--- config.mk ---
export PLATFORM = sky130hd
export DESIGN_NAME = clock_divider_prog_flat
export DESIGN_NICKNAME = d
export VERILOG_FILES = /design/src/rtl/clock_divider_prog_if.sv /design/src/rtl/clock_divider_prog.sv /design/src/flat_wrapper.sv
export SDC_FILE = /design/constraint.sdc
export NUM_CORES = 1
export LEC_CHECK = 0
export CORE_ASPECT_RATIO = 0.9
export CORE_MARGIN = 1.5
export CORE_UTILIZATION = 40
export CTS_BUF_LIST = sky130_fd_sc_hd__clkbuf_8 sky130_fd_sc_hd__clkbuf_16
export DETAILED_ROUTE_END_ITERATION = 8
export PLACE_DENSITY = 0.77
export SYNTH_ARGS = -nofsm -noshare
export SYNTH_HDL_FRONTEND = slang
export SYNTH_SLANG_ARGS = --single-unit
--- constraint.sdc ---
create_clock -name clk -period 3.1 [get_ports clk]
set_clock_uncertainty 0.2 [all_clocks]
set_input_delay 0.62 -clock clk [delete_from_list [all_inputs] [get_ports clk]]
set_output_delay 0.62 -clock clk [all_outputs]
set_load 0.02 [all_outputs]
--- src/rtl/clock_divider_prog_if.sv ---
// Control and status bundle for the programmable clock divider.
// The master side requests the run/divisor/sync, the slave side reports the divided clock.
interface clock_divider_prog_if #(
  parameter int CNT_W = 16
);
  logic             en;
  logic [CNT_W-1:0] div_val;
  logic             sync;
  logic             clk_out;
  logic             rise_tick;
  logic             running;
  logic [CNT_W-1:0] div_active;

  modport master (
    output en, div_val, sync,
    input  clk_out, rise_tick, running, div_active
  );

  modport slave (
    input  en, div_val, sync,
    output clk_out, rise_tick, running, div_active
  );
endinterface

--- src/rtl/clock_divider_prog.sv ---
// Runtime-programmable integer clock divider with graceful stop, boundary-only divisor
// reload and a sync input for phase-aligning several instances.
module clock_divider_prog #(
  parameter int CNT_W     = 16,
  parameter int DIV_RESET = 2
) (
  input  logic                 clk,
  input  logic                 rstn,
  clock_divider_prog_if.slave  bus
);

  typedef enum logic {
    IDLE = 1'b0,
    RUN  = 1'b1
  } state_t;

  state_t           state_q, state_d;
  logic [CNT_W-1:0] cnt_q, cnt_d;
  logic [CNT_W-1:0] div_q, div_d;
  logic             clk_out_q, clk_out_d;
  logic             rise_q, rise_d;
  logic             running_q, running_d;
  logic [CNT_W-1:0] n_eff_s;
  logic [CNT_W-1:0] cnt_inc_s;
  logic             boundary_s;

  // Divisors below 2 are clamped so clk is never passed straight through.
  assign n_eff_s    = (bus.div_val < CNT_W'(2)) ? CNT_W'(2) : bus.div_val;
  assign cnt_inc_s  = cnt_q + CNT_W'(1);
  assign boundary_s = (cnt_q == (div_q - CNT_W'(1)));

  // Next-state and next-output logic; a restart always lands on cnt=0 with clk_out high.
  always_comb begin
    state_d   = state_q;
    cnt_d     = cnt_q;
    div_d     = div_q;
    clk_out_d = 1'b0;
    rise_d    = 1'b0;
    case (state_q)
      IDLE: begin
        if (bus.en) begin
          state_d   = RUN;
          cnt_d     = '0;
          div_d     = n_eff_s;
          clk_out_d = 1'b1;
          rise_d    = 1'b1;
        end else begin
          state_d = IDLE;
          cnt_d   = '0;
        end
      end
      RUN: begin
        if (bus.en && (bus.sync || boundary_s)) begin
          state_d   = RUN;
          cnt_d     = '0;
          div_d     = n_eff_s;
          clk_out_d = 1'b1;
          rise_d    = 1'b1;
        end else if (boundary_s) begin
          state_d = IDLE;
          cnt_d   = '0;
        end else begin
          // Mid-period: div_val and a lone en drop are ignored until the boundary.
          cnt_d     = cnt_inc_s;
          clk_out_d = (cnt_inc_s < (div_q >> 1));
        end
      end
      default: begin
        state_d = IDLE;
        cnt_d   = '0;
      end
    endcase
    running_d = (state_d == RUN);
  end

  // State and output flops; reset aborts any period in progress immediately.
  always_ff @(posedge clk or negedge rstn) begin
    if (!rstn) begin
      state_q   <= IDLE;
      cnt_q     <= '0;
      div_q     <= CNT_W'(DIV_RESET);
      clk_out_q <= 1'b0;
      rise_q    <= 1'b0;
      running_q <= 1'b0;
    end else begin
      state_q   <= state_d;
      cnt_q     <= cnt_d;
      div_q     <= div_d;
      clk_out_q <= clk_out_d;
      rise_q    <= rise_d;
      running_q <= running_d;
    end
  end

  assign bus.clk_out    = clk_out_q;
  assign bus.rise_tick  = rise_q;
  assign bus.running    = running_q;
  assign bus.div_active = div_q;

endmodule

--- src/flat_wrapper.sv ---
// flat-port wrapper written by rule: the top's interface ports become plain ports
module clock_divider_prog_flat 
#(
  parameter int CNT_W     = 16,
  parameter int DIV_RESET = 2
)
  (clk, rstn, bus_en, bus_div_val, bus_sync, bus_clk_out, bus_rise_tick, bus_running, bus_div_active);
  clock_divider_prog_if #(.CNT_W(CNT_W)) bus_i ();
  input  logic clk;
  input  logic rstn;
  input wire logic [$bits(bus_i.en)-1:0] bus_en;
  input wire logic [$bits(bus_i.div_val)-1:0] bus_div_val;
  input wire logic [$bits(bus_i.sync)-1:0] bus_sync;
  output wire logic [$bits(bus_i.clk_out)-1:0] bus_clk_out;
  output wire logic [$bits(bus_i.rise_tick)-1:0] bus_rise_tick;
  output wire logic [$bits(bus_i.running)-1:0] bus_running;
  output wire logic [$bits(bus_i.div_active)-1:0] bus_div_active;
  assign bus_i.en = bus_en;
  assign bus_i.div_val = bus_div_val;
  assign bus_i.sync = bus_sync;
  assign bus_clk_out = bus_i.clk_out;
  assign bus_rise_tick = bus_i.rise_tick;
  assign bus_running = bus_i.running;
  assign bus_div_active = bus_i.div_active;
  clock_divider_prog #(.CNT_W(CNT_W), .DIV_RESET(DIV_RESET)) u_core (.clk(clk), .rstn(rstn), .bus(bus_i));
endmodule
==> metrics.txt, run 1 <==
global routing's busiest layer=met2; largest net degree at the start of global routing=36; Worst Hold Class=flop to flop; Area Overhead vs Synth=41.7%; row count=26; Die Ht=roughly 77 µm; number of nets in the layout=around 370; IO Count=39; share of the synthesized area in the top cell type=0.348; Inserted Diodes=0; dpl ws=-52.3 ps; GPL Wtd Cong=0.875; hold endpoint=u_core.bus.div_active[1]; Required @ worst endpoint=3070 ps; die area=6600 µm²; Slew @ Worst Pin=460 ps; post-route ant nets=0; Cell Area, Synth=2450 µm²; CP Capture Type=flop; sw power=roughly 0.53 mW; post-route insts no fill=400; Clock power frac=0.205; Setup CP Type=flop to flop; Clock Path Buffers=2; first-pass GRT wire length=around 11,000 µm; cell taking the most area after synthesis=dfrtp_1; Post-synth EDFFs=0; CTS H-Tree Depth=2; met3 GRT Util=0.0431; vias in the first global route=2,161; initial core utilization=0.423; unrepaired setup endpoints after global routing=yes; DR vias/cell=about 5.5; total gr overflow=0; leakage=about 1.6 nW; #FFs+latches synth=35; asr flop ratio synth=1.00; worst skew pair latency=300 ps; Slew headroom=0.693; arrival time at the worst endpoint=roughly 3100 ps; failing checks=DRC, setup timing; reg2reg path depth=9; initial antenna violation count=0; Hold Startpoint=u_core.bus.div_active[1]; share of cells above drive strength 1=0.276; Internal Pwr Total=a little under 1 mW; Net Sw Frac=0.348; Main synth FF type=dfrtp_1; # fillers=494; syn_area_per_cell=between 9 and 10 µm²; Tot GR Track Use=0.205; cts bufs inserted=5; WL/cell=around 16 µm; Pwr Density=437 nW/µm²; Vias=~2,200; met1 GRT Util=0.297; RR Endpoint=u_core.bus.div_active[3]; max frequency=roughly 320 MHz; Mapped Nets=about 290; die width=85.5 µm; min Tclk post-route=about 3100 ps; Synth cell types=52; Root Driver=clkbuf_8; most frequent cells in the layout=clkdlybuf4s50_1, buf_4, dfrtp_1; Hold Crit Depth=2; Startpoint Class=flop; Comb pwr share=0.418; routed wire length=6440 µm; Synth Instances=about 250; yosys warns=0; final period utilization=1.02; max_cap viols=0; DRT Pass-1 Iters=6; sequential power share=0.377; status=finished, violations left; worst r2r src=u_core.bus.div_active[0]; GRT met2 Usage=0.299; Peak VDD IR=roughly 290 µV; Setup violations, final=7; final worst setup slack=-47.7 ps; setup slack, reg-to-reg=-50 ps; Post-DP HPWL=approximately 4700 µm; initial DRC count=around 160; CTS tree=done; max-slew violations=0; Reg clk slew, reported paths=60 ps; DRC errors left=1; Worst Path Max Fanout=5; area of the core=approximately 5800 µm²; final hold violation count=0; buffers added on ports=38; Area contributors post-synth=dfrtp_1, ha_1, xnor2_1; placed cells=slightly below 400; Seq/Total Area, Yosys=0.358; clk sinks=35
## power groups by stage
stage / clock, mW / combinational (mW) / sequential [mW]
global placement: 0 / 0.567 / 0.571
floorplan: 0 / 0.286 / 0.611
finish: 0.311 / 0.633 / 0.571
detailed placement: 0 / 0.574 / 0.573
global route: 0.343 / 0.683 / 0.581
CTS: 0.321 / 0.609 / 0.569
## flip-flops by register name, summed over array words and instances, names as in the netlist
signal                 flops
u_core.bus.rise_tick       1
u_core.bus.div_active     16
u_core.state_q             1
u_core.bus.clk_out         1
u_core.cnt_q              16
## how the worst max path moves through the flow
stage                                         from                   endpoint  slack (ps)  cells past startpoint
after detailed placement  u_core.bus.div_active[0]  u_core.bus.div_active[14]         -50                     10
after floorplan           u_core.bus.div_active[0]  u_core.bus.div_active[11]           3                      9
final                     u_core.bus.div_active[0]   u_core.bus.div_active[3]         -50                      9
after global placement    u_core.bus.div_active[0]  u_core.bus.div_active[11]         -40                     10
after CTS                 u_core.bus.div_active[0]   u_core.bus.div_active[3]         -20                     10
after global routing      u_core.bus.div_active[0]   u_core.bus.div_active[3]        -110                      9
## per-stage QoR
step	total power [mW]	setup TNS, ps	hold slack (ps)	util	instance area [µm²]
after CTS	1.50	-97.6	340	0.581	3360
after global placement	1.14	-312	316	0.547	3170
final	1.52	-259	348	0.599	3470
after floorplan	0.897	0	124	-	2460
after detailed placement	1.15	-478	317	0.547	3170
after global routing	1.61	-1100	353	0.599	3470
## cells in the mapped netlist (all sizes together) (2+ instances only)
library cell / number
a21oi: 4
and3: 3
buf: 4
clkbuf: 3
dfrtp: 34
ha: 16
inv: 21
mux2: 15
mux2i: 4
nand2: 9
nand2b: 8
nand3: 12
nand4: 4
nor2: 13
nor2b: 15
nor3: 8
nor4: 10
o2111ai: 2
o21a: 3
o21ai: 8
or3: 2
or4: 3
or4b: 2
xnor2: 14
xor2: 14
## routing by layer
metal	routed length, µm	vias to the layer above	part of all wire
met5	0	-	0
met4	161	0	0.025
met3	476	16	0.074
met2	2880	94	0.45
met1	2910	1035	0.45
li1	-	1043	-
## area by class of cell
type / count / area, µm² / area share
Timing Repair Buffer: 80 / 728 / 0.210
Tap cell: 70 / 87.6 / 0.0253
Clock buffer: 5 / 68.8 / 0.0198
Inverter: 21 / 91.3 / 0.0263
Clock inverter: 3 / 11.3 / 0.00325
Multi-Input combinational cell: 186 / 1600 / 0.461
Sequential cell: 35 / 881 / 0.254
## critical path: stages (launching register included)
cell and delay, ps:
dfrtp_2 420, or4_4 520, o21a_1 200, or4_4 510, a32oi_2 240, o2111a_2 280, o21ai_4 90, buf_12 150
buf_12 130, mux2_4 280
## cells by family after synthesis
logic type      share of synthesized area
flops                               0.358
fa+ha+maj                          0.0818
compound gates                     0.0869
simple gates                        0.220
xor+xnor                            0.109
buf+inv                            0.0491
mux                                0.0946
## what timing repair did
item,4_1_cts,5_1_grt
pin swaps,6,6
hold buffers,0,0
gates resized for setup,19,15
endpoints found under the setup margin,15,18
setup buffers,5,3
Power figures use the tool's default switching activity.
==> run 2, diff against run 1 <==
--- a/config.mk
+++ b/config.mk
@@ -11,6 +11,7 @@
 export CTS_BUF_LIST = sky130_fd_sc_hd__clkbuf_8 sky130_fd_sc_hd__clkbuf_16
 export DETAILED_ROUTE_END_ITERATION = 8
 export PLACE_DENSITY = 0.77
+export SLEW_MARGIN = 15
 export SYNTH_ARGS = -nofsm -noshare
 export SYNTH_HDL_FRONTEND = slang
 export SYNTH_SLANG_ARGS = --single-unit
==> results of run 2 <==
Final layout, timing and power as in run 1 (identical DEF).
